`src/rtl/code_prefetch.sv`:
```
// Instruction prefetch queue: keeps a dword FIFO of code ahead of the decoder and
// presents the oldest four dwords plus the byte offset of the current instruction.
module code_prefetch #(
  parameter int          DEPTH      = 8,
  parameter logic [31:0] RESET_ADDR = 32'h000FFFF0
) (
  input  logic         clock,
  input  logic         reset,
  input  logic         flush,
  input  logic [31:0]  flush_addr,
  input  logic         consume,
  input  logic [3:0]   consume_len,
  output logic [127:0] codebuf,
  output logic [1:0]   align,
  output logic         code_valid,
  output logic [31:0]  mem_address,
  output logic         mem_read,
  input  logic         mem_ready,
  input  logic [31:0]  mem_data
);

  localparam int PTR_W = $clog2(DEPTH);
  localparam int CNT_W = PTR_W + 1;
  localparam logic [CNT_W-1:0] FULL = CNT_W'(DEPTH);

  logic [31:0]      queue_reg [DEPTH];
  logic [PTR_W-1:0] head_reg, head_next;
  logic [CNT_W-1:0] count_reg, count_next;
  logic [1:0]       align_reg, align_next;
  logic [31:0]      fetch_ptr_reg, fetch_ptr_next;
  logic [31:0]      mem_address_reg, mem_address_next;
  logic             mem_read_reg, mem_read_next;
  logic             discard_reg, discard_next;

  logic             take, capture, outstanding, blocked, consume_ok;
  logic [4:0]       sum;
  logic [2:0]       drop;
  logic [PTR_W-1:0] tail;

  assign code_valid  = (count_reg >= CNT_W'(4));
  assign align       = align_reg;
  assign mem_read    = mem_read_reg;
  assign mem_address = mem_address_reg;

  // Window onto the four oldest entries, read straight from registered state.
  for (genvar gi = 0; gi < 4; gi++) begin : g_window
    assign codebuf[32*gi +: 32] = queue_reg[head_reg + PTR_W'(gi)];
  end

  assign sum  = {3'b000, align_reg} + {1'b0, consume_len};
  assign drop = sum[4:2];
  // head+count is invariant under a drop, so the post-drop tail equals the current one.
  assign tail = head_reg + count_reg[PTR_W-1:0];

  always_comb begin
    head_next        = head_reg;
    count_next       = count_reg;
    align_next       = align_reg;
    fetch_ptr_next   = fetch_ptr_reg;
    mem_address_next = mem_address_reg;
    mem_read_next    = mem_read_reg;
    discard_next     = discard_reg;

    take        = mem_read_reg && mem_ready;
    capture     = take && !discard_reg && !flush;
    consume_ok  = !flush && consume && code_valid && (consume_len != 4'd0);
    outstanding = mem_read_reg && !mem_ready;
    // A stale word completing this cycle still blocks issue unless a flush overrides it.
    blocked     = discard_reg && !flush;

    if (flush) begin
      count_next     = '0;
      align_next     = flush_addr[1:0];
      fetch_ptr_next = {flush_addr[31:2], 2'b00};
      discard_next   = outstanding;
    end else begin
      if (consume_ok) begin
        head_next  = head_reg + PTR_W'(drop);
        count_next = count_reg - CNT_W'(drop);
        align_next = sum[1:0];
      end
      if (capture) begin
        count_next     = count_next + CNT_W'(1);
        fetch_ptr_next = fetch_ptr_reg + 32'd4;
      end
      if (take && discard_reg) begin
        discard_next = 1'b0;
      end
    end

    if (!outstanding) begin
      if (!blocked && (count_next < FULL)) begin
        mem_read_next    = 1'b1;
        mem_address_next = fetch_ptr_next;
      end else begin
        mem_read_next = 1'b0;
      end
    end
  end

  always_ff @(posedge clock or posedge reset) begin
    if (reset) begin
      head_reg        <= '0;
      count_reg       <= '0;
      align_reg       <= RESET_ADDR[1:0];
      fetch_ptr_reg   <= {RESET_ADDR[31:2], 2'b00};
      mem_address_reg <= {RESET_ADDR[31:2], 2'b00};
      mem_read_reg    <= 1'b0;
      discard_reg     <= 1'b0;
    end else begin
      head_reg        <= head_next;
      count_reg       <= count_next;
      align_reg       <= align_next;
      fetch_ptr_reg   <= fetch_ptr_next;
      mem_address_reg <= mem_address_next;
      mem_read_reg    <= mem_read_next;
      discard_reg     <= discard_next;
    end
  end

  always_ff @(posedge clock or posedge reset) begin
    if (reset) begin
      for (int i = 0; i < DEPTH; i++) begin
        queue_reg[i] <= '0;
      end
    end else if (capture) begin
      queue_reg[tail] <= mem_data;
    end
  end

endmodule

```
`config.mk`:
```
export PLATFORM = sky130hd
export DESIGN_NAME = code_prefetch
export DESIGN_NICKNAME = d
export VERILOG_FILES = /design/src/rtl/code_prefetch.sv
export SDC_FILE = /design/constraint.sdc
export NUM_CORES = 1
export LEC_CHECK = 0
export ABC_AREA = 1
export CAP_MARGIN = 20
export CORE_MARGIN = 5
export CORE_UTILIZATION = 55
export DETAILED_ROUTE_END_ITERATION = 8
export GPL_TIMING_DRIVEN = 1
export PLACE_DENSITY_LB_ADDON = 0.2
export RECOVER_POWER = 100
export SYNTH_ARGS = -nofsm -noshare
export SYNTH_HDL_FRONTEND = slang
export SYNTH_SLANG_ARGS = --single-unit
```
`constraint.sdc`:
```
create_clock -name clock -period 25.1 [get_ports clock]
set_input_delay 7.53 -clock clock [delete_from_list [all_inputs] [get_ports clock]]
set_output_delay 7.53 -clock clock [all_outputs]
set_load 0.02 [all_outputs]
```
# Yosys cells after proc, flatten, opt, wreduce, memory -nomap -nowiden
# Cells that the tools add are included.
[word_totals]
reg_bits = 331
output_inout_bits = 164
word_cells = 85
inputBits = 73
[op_classes]
n_bitwise = 7
mux = 26
n_reduce_logical = 20
n_lt_le_gt_ge = 8
add_sub_neg = 9
[ops]
columns = ["op", "n"]
rows = [
  ["32-bit binary-select mux with 3-bit select", 4],
  ["32-bit two-way mux", 11],
  ["256-bit bitwise mux", 1],
  ["32-bit demux with 3-bit select", 1],
  ["32-bit by 3-bit adder with 32-bit output (second input constant)", 1],
  ["4-bit greater-or-equal comparator (second input constant)", 5],
  ["3-bit NOT with 4-bit output", 5],
  ["4-bit two-way mux", 4],
  ["1-bit logical AND", 11],
  ["3-bit by 2-bit adder with 3-bit output (second input constant)", 2],
  ["3-bit adder", 2],
  ["2-bit by 4-bit adder with 5-bit output", 1],
  ["4-bit by 1-bit adder with 4-bit output (second input constant)", 1],
  ["4-bit by 3-bit greater-or-equal comparator with 1-bit output (second input constant)", 1],
  ["1-bit zero test", 4],
  ["4-bit by 1-bit < comparator with 1-bit output (second input constant)", 1],
  ["4-bit < comparator (second input constant)", 1],
  ["2-bit two-way mux", 2],
  ["2-bit AND reduction", 2],
  ["2-bit nonzero test", 2],
  ["4-bit nonzero test", 1],
  ["4-bit by 3-bit subtractor with 4-bit output", 1],
  ["3-bit by 1-bit adder with 3-bit output (second input constant)", 1],
  ["1-bit two-way mux", 3],
  ["1-bit NOT", 2],
]

# Logic depth before layout (Yosys ltp)
# Gate-level depths: netlist of run 1.
[depth]
ltp_word = 12
ltp_mapped = 20

# Worst setup path before layout of run 1
# No wires, ideal clock.
[synth_timing]
path_type = "flip-flop to output port"
startpoint = "reg head_reg[0]"
endpoint = "out codebuf[118]"
slack_ns = 14.873
t_arrival_ns = 2.697
stages_incl_launch_ff = 12
path_cell_list = "dfrtp_1 -> buf_2 -> inv_1 -> clkbuf_1 -> clkbuf_1 -> ha_1 -> inv_1 -> clkbuf_1 -> clkbuf_1 -> clkbuf_1 -> nor2_1 -> o22a_1"
[synth_via]
elab_chain_len = 5
[synth_rtl]
columns = ["element", "line", "source"]
rows = [
  ["from (decl)", "27", "logic [PTR_W-1:0] head_reg, head_next;"],
  ["from (signal assigned)", "111", "head_reg <= head_next;"],
  ["3-bit by 2-bit adder with 3-bit output", "47", "assign codebuf[32*gi +: 32] = queue_reg[head_reg + PTR_W'(gi)];"],
  ["3-bit NOT with 4-bit output (implied by the code)", "47", ""],
  ["32-bit binary-select mux with 3-bit select", "47", ""],
  ["32-bit two-way mux (implied by the code) (2 in a row)", "47", ""],
  ["to (decl)", "13", "output logic [127:0] codebuf,"],
]
# Every way passes these cells. The select of a mux whose other input is x is not followed.

# Worst setup path after layout of run 1
[layout_timing]
startpoint = "reg head_reg[0]"
endpoint = "out codebuf[98]"
# The elaborated chain is that of the path after synthesis.

==> out/results.txt, run 1 <==
Outcome: finished with violations
Failing checks: max-capacitance violations, max-slew violations
Initial antenna violation count: 2
Reg-to-Reg End: queue_reg[112]
Final Max Slew Viols: 1290
Root buffer cell: clkbuf_16
Crit path max fanout: 80
DR iter-0 viols: 2134
Post-DRT Antenna Nets: 0
FP Rows: 69
Worst Setup Start Kind: flip-flop
Share of cells above drive strength 1: 4.31%
Diode count: 0
Setup_tns: 0 ps
Max rail drop VDD: 0.000102 V
First-pass GRT wire length: 97200 µm
Post-CTS setup buffer count: 0
Dpl cells: 3357
I/O pin cnt: 237
Buffers on Ports: 236
Residual DRC: 0
Final net count: 3027
R2R cell count: 7
Netlist cell types: 35
Routed wire per std cell: 17.6 µm
Hold depth: 2
Number of flip-flops in the largest register: 256
Post_cts resized: 0
Min cycle time layout: 15560 ps
Net Sw Power: 1540 µW
Element type at the critical path end: output pin
Vias after detailed routing: 19900
Later-pin clock latency in the skew report: 520 ps
Slew HR: -214%
Final instance area: 23300 µm²
GPL Wtd Cong: 0.878
Die Wd: 199 µm
Layout area overhead: 19.0%
Slew @ Worst Pin: 4690 ps
Inserted Clock Buffers: 38
Synth Net Count: 2908
Fin crit share: 62.0%
Synth area leaders: dfrtp_1, nand2_1, o21ai_0, nor2_1, dfstp_2
Clk buf depth: 3
Worst R2R Start: head_reg[0]
Hold_sp: mem_address[19]
Post-Route WL: 60500 µm
DIE AREA: 39400 µm²
Placed inst area: 22100 µm²
Mapped cell area: 19600 µm²
CTS sink cnt: 331
Fill cells: 3018
Post-DP HPWL: 37800 µm
Fin cells: 3428
Reg2Reg Setup Slack: 18260 ps
Vias per inst: 5.80
Area of the core: 35300 µm²
Endpoints failing setup: 0
CTS clk-pin slew, worst paths: 60 ps
Logic pwr share: 55.9%
Clock power share: 17.1%
Worst Hold Endpoint: mem_address[19]
Share of the synthesized area in the top cell type: 38.2%
Req. time, crit path: 17570 ps
Critical Path AT: 8030 ps
Gr ovfl total: 0
Lkg Pwr: 0.0107 µW
Die Ht: 199 µm
Drt pass-1 iters: 6
CTS tree: built
Vias in the first global route: 19200
Largest net degree at the start of global routing: 146
Most common cell after layout, fill and taps aside: nand2_1
H-tree depth: 2
Most frequent cells in the layout: nand2_1, o21ai_0, dfrtp_1, nor2_1, inv_1
PD cells: 143 nW/µm²
Max-cap check violation count: 20
Final hold violation count: 0
Max Fclk: 0.0643 GHz
Yosys Warn Count: 0
Total GRT Usage: 30.1%
Power share of the sequential group: 27.1%
Largest area contributor in the netlist: dfrtp_1
Crit path kind: reg2out
Pint: 1790 µW
Post-Synthesis Cells: 2820
Worst Hold Class: reg2reg
Layout Skew: 15.9 ps
CTS Hold Bufs: 0
RSZ-0062 raised after global routing: no
Sequential area share after synthesis: 42.5%
FF+latch count, synth: 331
Sw frac: 46.2%
Initial Util: 55.4%
Syn_area_per_cell: 6.94 µm²
-- through the flow --
| stage | util (%) | power (µW) | worst slack (ps) | hold slack [ps] |
|---|---|---|---|---|
| floorplan | - | 2040 | 8450 | 453 |
| global placement | 62.5 | 2740 | 13580 | 454 |
| detailed placement | 62.5 | 2790 | 13440 | 456 |
| CTS | 66.2 | 3380 | 12820 | 467 |
| global route | 65.9 | 3560 | 8930 | 477 |
| finish | 65.9 | 3320 | 9540 | 463 |
-- worst max-delay path by stage --
stage | startpoint | end | cells past startpoint
final | head_reg[0] | codebuf[98] | 7
after global routing | head_reg[0] | codebuf[42] | 8
after CTS | head_reg[0] | codebuf[52] | 6
after detailed placement | head_reg[0] | codebuf[51] | 6
after global placement | head_reg[0] | codebuf[54] | 6
after floorplan | reset | align[0] | 1
-- worst max-delay path, cell delays in order, from the launching register on --
cell,delay (ps)
dfrtp_1,1770
inv_1,210
ha_1,570
clkinvlp_2,1030
clkbuf_1,2380
o21ai_0,430
o22a_1,380
dlygate4sd3_1,680
-- cells in the mapped netlist (all sizes together) --
| cell type | number |
|---|---|
| nor3 | 8 |
| a21o | 1 |
| fa | 4 |
| inv | 211 |
| xor2 | 8 |
| o211ai | 2 |
| a22oi | 2 |
| clkbuf | 143 |
| o22ai | 1 |
| nand3 | 53 |
| a21oi | 62 |
| o22a | 64 |
| dfrtp | 299 |
| dfstp | 32 |
| xnor2 | 4 |
| nand2 | 932 |
| nor2 | 239 |
| ha | 11 |
| o21bai | 3 |
| o21ai | 578 |
| mux2i | 12 |
| nand4 | 102 |
| buf | 46 |
| or2 | 3 |
-- power by group through the flow --
stage	sequential [µW]	combinational, µW	clock, µW
5_1_grt	923	2030	599
4_1_cts	892	1910	575
3_3_place_gp	893	1850	0
6_report	900	1860	567
3_5_place_dp	898	1890	0
2_1_floorplan	864	1180	0
-- cell type report --
type                            instances  area, µm²  share of cell area [%]
Multi-Input combinational cell       2089       9710                    41.7
Timing Repair Buffer                  268       2570                    11.1
Clock buffer                           57       1200                    5.14
Sequential cell                       331       8320                    35.7
Inverter                              211        795                    3.41
Tap cell                              461        577                    2.48
Clock inverter                         11        110                   0.473
-- metal layers --
metal / up-vias / routed length (µm) / GRT usage [%]
li1: 9450 / - / -
met4: 2 / 2250 / 12.1
met1: 9276 / 24800 / 40.6
met3: 182 / 5760 / 5.17
met2: 971 / 27600 / 48.8
met5: - / 13 / 0
-- cell families after synthesis --
kind of cell / after synthesis / synth area share (%)
fa+ha+maj: 15 / 1.11
flops: 331 / 42.5
xor+xnor: 12 / 0.537
compound gates: 713 / 19.6
buf+inv: 400 / 7.90
mux: 12 / 0.614
simple gates: 1337 / 27.7
No activity file was read; power rests on OpenSTA's default activity.
==> run 2, diff against run 1 <==
clock period = 15 ns   (was 25.1 ns; I/O delays follow)
==> out/results.txt, run 2 (synthesis gave the netlist of run 1 again) <==
Worst R2R Start: head_reg[0]
Layout area overhead: 18.8%
Vias per inst: 5.85
DIE AREA: 39400 µm²
CTS sink cnt: 331
Fin util: 65.9%
Layout Skew: 12.2 ps
Post-CTS setup buffer count: 0
Most common cell after layout, fill and taps aside: nand2_1
Vias after detailed routing: 20000
Vias in the first global route: 18800
Die Ht: 199 µm
Slew @ Worst Pin: 4730 ps
Final net count: 3026
Residual DRC: 0
Hold_sp: mem_address[5]
Initial Util: 55.4%
Lkg Pwr: 0.0107 µW
Share of cells above drive strength 1: 4.26%
Area of the core: 35300 µm²
Post-Route WL: 60600 µm
Worst Hold Endpoint: mem_address[5]
Post_cts resized: 0
Final Max Slew Viols: 940
Setup_tns: 0 ps
Failing checks: max-capacitance violations, max-slew violations
Crit path max fanout: 131
Slew HR: -217%
Max rail drop VDD: 0.000178 V
R2R cell count: 7
Outcome: finished with violations
Gr ovfl total: 0
Sw frac: 46.1%
Post-DRT Antenna Nets: 0
Critical Path AT: 7110 ps
CP top delay family: buffers and inverters
Buffers and inverters on the worst path: 4
Most frequent CP cell: o21ai_0
Initial antenna violation count: 0
Min cycle time layout: 11610 ps
Worst Hold Class: reg2reg
Drt pass-1 iters: 6
Final hold violation count: 0
Buffers on Ports: 236
CTS tree: built
CTS clk-pin slew, worst paths: 60 ps
Later-pin clock latency in the skew report: 510 ps
Routed wire per std cell: 17.7 µm
Hold depth: 2
Post-DP HPWL: 38000 µm
GPL Wtd Cong: 0.874
Reg2Reg Setup Slack: 9190 ps
Reg-to-Reg End: queue_reg[112]
Element type at the critical path end: output pin
I/O pin cnt: 237
Largest net degree at the start of global routing: 146
Logic pwr share: 55.9%
Net Sw Power: 2560 µW
First-pass GRT wire length: 96300 µm
Pint: 2990 µW
Root buffer cell: clkbuf_16
Req. time, crit path: 10500 ps
CP max stage cell: clkbuf_1
Crit path largest cell delay: 3150 ps
DR iter-0 viols: 1932
Number of flip-flops in the largest register: 256
Diode count: 0
Inserted Clock Buffers: 37
FP Rows: 69
Endpoints failing setup: 0
Clk buf depth: 3
Worst Setup Start Kind: flip-flop
Crit-path cells: clkbuf_1, buf_4, buf_16, nand2_1, o21ai_0, o21ai_0, o22a_1, dlygate4sd3_1
RSZ-0062 raised after global routing: no
Clock power share: 16.9%
Crit path kind: reg2out
Max Fclk: 0.0862 GHz
Power share of the sequential group: 27.1%
Die Wd: 199 µm
H-tree depth: 2
PD cells: 238 nW/µm²
Total GRT Usage: 29.9%
Most frequent cells in the layout: nand2_1, o21ai_0, dfrtp_1, nor2_1, inv_1
Max-cap check violation count: 15
CTS Hold Bufs: 0
Fin crit share: 77.4%
[run 2: cell count changes in the layout (fill, tap and decap cells not counted), sizes merged]
cell      previous run  this run
bufinv               2         6
clkinvlp             4         2
clkbuf              75        61
clkinv               7         6
buf                 14        18
[run 2: worst register-to-register path, delay by kind of cell, from the launching register on]
kind	cells	cell delay, ps
flip-flops	1	870
adder cells (fa/ha/maj)	2	780
AND/OR/NAND/NOR	2	1400
AO/OA/AOI/OAI	1	320
buffers and inverters	2	2210
[run 2: metrics by stage]
stage          power [µW]  cell area [µm²]  instances  setup WS, ps  hold slack (ps)
6_report             5540            23300       3419          3390              461
3_3_place_gp         4590            22100       3357          6520              454
5_1_grt              5920            23300       3419          2930              478
3_5_place_dp         4680            22100       3357          6340              454
4_1_cts              5640            23300       3416          5790              464
2_1_floorplan        3420            19600       2820          1380              453
[run 2: worst max-delay path by stage]
stage / from / end / depth (start not counted)
after floorplan: reset / align[0] / 1
after global placement: head_reg[0] / codebuf[42] / 6
after detailed placement: head_reg[0] / codebuf[54] / 6
after CTS: head_reg[0] / codebuf[54] / 6
after global routing: head_reg[0] / codebuf[44] / 8
final: head_reg[0] / codebuf[108] / 8
[run 2: layout make-up]
class,count,area (µm²)
Inverter,211,795
Timing Repair Buffer,268,2610
Fill cell,3075,12100
Clock buffer,47,1020
Sequential cell,331,8330
Clock inverter,12,214
Multi-Input combinational cell,2089,9710
Tap cell,461,577
[run 2: power by group through the flow]
stage	Clock (µW)	Combinational (µW)	Sequential, µW
after floorplan	0	1970	1450
after global placement	0	3090	1490
after detailed placement	0	3170	1500
after CTS	951	3200	1490
after global routing	993	3390	1540
final	938	3100	1500
[run 2: per-layer routing]
metal  GRT usage [%]  share of wire [%]  vias to the layer above
met2            48.2                 46                      979
met1            40.7                 41                     9375
met5               0                  0                        -
met3            5.20                9.0                      205
li1                -                  -                     9450
met4            11.7                4.1                        0
==> RTL change 1 (config.mk and constraints of run 1) <==
Make the reset (`reset`) synchronous in 2 clocked blocks.
--- a/src/rtl/code_prefetch.sv
+++ b/src/rtl/code_prefetch.sv
@@ -98,7 +98,7 @@
     end
   end
 
-  always_ff @(posedge clock or posedge reset) begin
+  always_ff @(posedge clock) begin
     if (reset) begin
       head_reg        <= '0;
       count_reg       <= '0;
@@ -118,7 +118,7 @@
     end
   end
 
-  always_ff @(posedge clock or posedge reset) begin
+  always_ff @(posedge clock) begin
     if (reset) begin
       for (int i = 0; i < DEPTH; i++) begin
         queue_reg[i] <= '0;
Function: differs if reset is asserted again (counterexample within 4 cycles, from zero or initial values and one cycle with reset high); with reset held inactive, the same outputs for 4 cycles.
==> RTL change 1 against run 1 <==
- the run still ends with capacitance limit, slew limit left
- setup slack got worse by 2400 ps
- critical endpoint unchanged
- synthesized area is 5.2% higher
- wire length grew 15%
- count of clock-buffer cells in the layout down 6
- design area is 3.5% higher
- core utilization fell by 0.45 points
- sequential cell count increased by 3
Power is not compared: it rests on default switching activity, and its combinational part moved more than twofold at a synthesized area within 25%.
==> RTL change 1: results (changes against run 1) <==
| Metric | Value |
|---|---|
| Status | `complete, but fails checks (unchanged)` |
| Failing checks | `capacitance limit, slew limit (unchanged)` |
| Initial drt markers | `2585 (was 2134)` |
| Clock Skew | `27.1 ps (was 15.9 ps)` |
| Top cells by instance count after synthesis | `o21ai_0, nor2_1, nand2_1 (was nand2_1, o21ai_0, dfrtp_1)` |
| TritonCTS Buffers | `37 (was 38)` |
| Initial antenna violation count | `0 (was 2)` |
| Adder-Cell Fraction of Synth Area | `0.0106 (was 0.0111)` |
| Vias in the first global route | `19700 (was 19200)` |
| Avg Cell Area, Syn | `7.35 um2 (was 6.94 um2)` |
| R2R Setup Slk | `17570 ps (was 18260 ps)` |
| Largest net degree at the start of global routing | `136 (was 146)` |
| NumNets Final | `2988 (was 3027)` |
| Net count of the mapped netlist | `2890 (was 2908)` |
| Skew-Pair Late Insertion Delay | `540 ps (was 520 ps)` |
| Top FF cell, synth | `edfxtp_1 (was dfrtp_1)` |
| Final Non-Filler Cells | `3396 (was 3428)` |
| Reg2Reg Depth | `9 (was 7)` |
| Inst Count DP | `3326 (was 3357)` |
| Slew Viols, Final | `991 (was 1290)` |
| Detailed placement HPWL | `42800 um (was 37800 um)` |
| Area contributors post-synth | `edfxtp_1, o21ai_0, nor2_1, nand2_1, dfxtp_1 (was dfrtp_1, nand2_1, o21ai_0, nor2_1, dfstp_2)` |
| Crit-path max cell delay | `2320 ps (was 2380 ps)` |
| Synth Area in XOR/XNOR | `0.00681 (was 0.00537)` |
| Arrival time at the worst endpoint | `10380 ps (was 8030 ps)` |
| Post-synthesis mux area share | `0 (was 0.00614)` |
| Max Cap Viol | `26 (was 20)` |
| Post-synth EDFFs | `256 (was 0)` |
| Critical path's slowest cell | `clkinvlp_2 (was clkbuf_1)` |
| Worst-path maximum fanout | `70 (was 80)` |
[RTL change 1: changes by cell type in the layout (fill, tap and decap cells not counted), moves of 82 or more]
| cell | before | now |
|---|---|---|
| nand2_1 | 928 | 467 |
| nor2_1 | 233 | 494 |
| nand4_1 | 102 | 20 |
| a21oi_1 | 62 | 246 |
| dfrtp_1 | 299 | 0 |
| edfxtp_1 | 0 | 256 |
[RTL change 1: power by group]
part	switching, mW	internal [mW]
Clock	0.224	0.328
Combinational	0.0939	0.0542
Sequential	0.0149	0.619
[RTL change 1: path summary, 6_finish.rpt]
| path | startpoint | endpoint |
|---|---|---|
| setup / recovery | head_reg[1]$_SDFFE_PP0P_ | codebuf[98] |
| hold / removal | fetch_ptr_reg[0]$_SDFF_PP0_ | fetch_ptr_reg[0]$_SDFF_PP0_ |
| hold reg to reg | fetch_ptr_reg[0]$_SDFF_PP0_ | fetch_ptr_reg[0]$_SDFF_PP0_ |
| setup reg to reg | head_reg[1]$_SDFFE_PP0P_ | queue_reg[0][5]$_SDFFCE_PN0P_ |
[RTL change 1: cells by family after synthesis]
logic type | after synthesis
AOI/OAI and AO/OA | 881
xor gates and xnor gates | 16
adders and majority gates | 15
buffers and inverters | 462
DFF | 334
and+or+nand+nor | 1094
[RTL change 1: cell type report]
class                           instances  area [um2]
Clock buffer                           51        1030
Clock inverter                         16         184
Fill cell                            3152       12700
Inverter                              256         971
Multi-Input combinational cell       2006        9490
Sequential cell                       334        9260
Tap cell                              468         586
Timing Repair Buffer                  265        2570
[RTL change 1: worst register-to-register path: stages, from the launching register on]
cell      delay, ps
dfxtp_2         310
clkbuf_1       1760
fa_1            480
xor2_1           90
inv_1           170
nor2_1          100
nand2_1          90
clkbuf_1       1780
nand2_1        1130
clkbuf_1       1040
[RTL change 1: routing by layer]
metal,wire [um],global-route usage,up-vias
met5,0,0,-
met2,32000,0.524,1320
met4,3320,0.147,0
met1,26500,0.426,9674
li1,-,-,9635
met3,7770,0.0512,211
[RTL change 1: metrics by stage]
stage | setup slack (ps) | cell area (um2) | util | hold WS (ps)
final | 7190 | 24100 | 0.655 | 445
after global placement | 13120 | 23000 | 0.625 | 428
after CTS | 12340 | 24300 | 0.660 | 445
after global routing | 6720 | 24100 | 0.655 | 464
after floorplan | 14770 | 20600 | - | 419
after detailed placement | 12890 | 23100 | 0.627 | 434
==> RTL change 2 (settings of run 1) <==
Made on the original files. `DEPTH`: 8 -> 4.
--- a/src/rtl/code_prefetch.sv
+++ b/src/rtl/code_prefetch.sv
@@ -1,7 +1,7 @@
 // Instruction prefetch queue: keeps a dword FIFO of code ahead of the decoder and
 // presents the oldest four dwords plus the byte offset of the current instruction.
 module code_prefetch #(
-  parameter int          DEPTH      = 8,
+  parameter int          DEPTH      = 4,
   parameter logic [31:0] RESET_ADDR = 32'h000FFFF0
 ) (
   input  logic         clock,
Behaviour: not the same (a bounded check fails within 10 cycles, from zero or initial values and one cycle with reset high).
==> RTL change 2 against run 1 <==
- the run still ends with capacitance limit, slew limit left
- non-clock buffer count is 21 lower
- largest power group unchanged
- synthesized area shrank 41%
- design area fell by 37%
- sequential cell count fell by 130
- via count is 44% lower
- critical path depth decreased by 2
- wire length fell by 50%
- sequential share of layout area down 1.1 points
- total power fell by 50%
- setup slack worse by 180 ps
- clock skew down 6.3 ps
==> RTL change 2: results (changes against run 1) <==
| Metric | Value |
|---|---|
| Arrival time at the worst endpoint | `8200 ps (was 8030 ps)` |
| Skew-Pair Late Insertion Delay | `490 ps (was 520 ps)` |
| Top cells by instance count after synthesis | `nand2_1, o21ai_0, inv_1 (was nand2_1, o21ai_0, dfrtp_1)` |
| H-tree depth | `1 (was 2)` |
| Crit-path max cell delay | `2700 ps (was 2380 ps)` |
| Period utilization | `0.627 (was 0.620)` |
| Failing checks | `capacitance limit, slew limit (unchanged)` |
| Reg2reg end | `queue_reg[107]$_DFFE_PP0P_ (was queue_reg[112]$_DFFE_PP0P_)` |
| Placed inst area | `0.0140 mm2 (was 0.0221 mm2)` |
| Netlist cell types | `38 (was 35)` |
| Min-delay src | `mem_address[6]$_DFFE_PP1P_ (was mem_address[19]$_DFFE_PP1P_)` |
| Net count of the mapped netlist | `1757 (was 2908)` |
| Worst-path maximum fanout | `123 (was 80)` |
| Clock Skew | `9.56 ps (was 15.9 ps)` |
| Max Cap Viol | `12 (was 20)` |
| Synthesized area | `0.0116 mm2 (was 0.0196 mm2)` |
| Slew Viols, Final | `888 (was 1290)` |
| Vias in the first global route | `10100 (was 19200)` |
| Headroom to the max-slew limit | `-2.36 (was -2.14)` |
| First-pass GRT wire length | `49100 um (was 97200 um)` |
| TritonCTS Buffers | `21 (was 38)` |
| Largest net degree at the start of global routing | `139 (was 146)` |
| GPL Wtd Cong | `0.881 (was 0.878)` |
| Status | `complete, but fails checks (unchanged)` |
| Final Non-Filler Cells | `2139 (was 3428)` |
| Cells after Synth | `1675 (was 2820)` |
| Fill cells | `1761 (was 3018)` |
| Area contributors post-synth | `dfrtp_1, nand2_1, o21ai_0, dfstp_2, inv_1 (was dfrtp_1, nand2_1, o21ai_0, nor2_1, dfstp_2)` |
| Leakage power | `6.86 nW (was 10.7 nW)` |
| R2R Setup Slk | `19000 ps (was 18260 ps)` |
| Detailed placement HPWL | `20300 um (was 37800 um)` |
| Hold WS | `467 ps (was 463 ps)` |
| Fraction of layout cells with a size suffix above 1 | `0.0440 (was 0.0431)` |
| Hold EP | `mem_address[6]$_DFFE_PP1P_ (was mem_address[19]$_DFFE_PP1P_)` |
| Via density per instance | `5.16 (was 5.80)` |
| Sequential area share after synthesis | `0.437 (was 0.425)` |
[RTL change 2: metal layers]
layer	wire, um	part of all wire	track usage
met1	13000	0.43	0.323
met2	14200	0.47	0.418
met3	1940	0.064	0.0359
met4	994	0.033	0.0725
met5	27	0.00090	0
[RTL change 2: report_power, final]
group          switching [mW]  internal, mW  total (mW)
Sequential             0.0729         0.436       0.509
Combinational           0.492         0.321       0.813
Clock                   0.130         0.195       0.324
Total                   0.694         0.952        1.65
[RTL change 2: area by class of cell]
cell class                      instances  area share
Sequential cell                       201       0.347
Multi-Input combinational cell       1158       0.357
Antenna cell                            1    0.000171
Timing Repair Buffer                  247       0.166
Inverter                              220      0.0566
Clock buffer                           29      0.0474
Clock inverter                          8     0.00325
Tap cell                              275      0.0235
[RTL change 2: logic make-up after synthesis]
family | share of synthesized area
xor+xnor | 0.0120
buf+inv | 0.108
compound gates | 0.182
flops | 0.437
fa+ha+maj | 0.0110
simple gates | 0.250
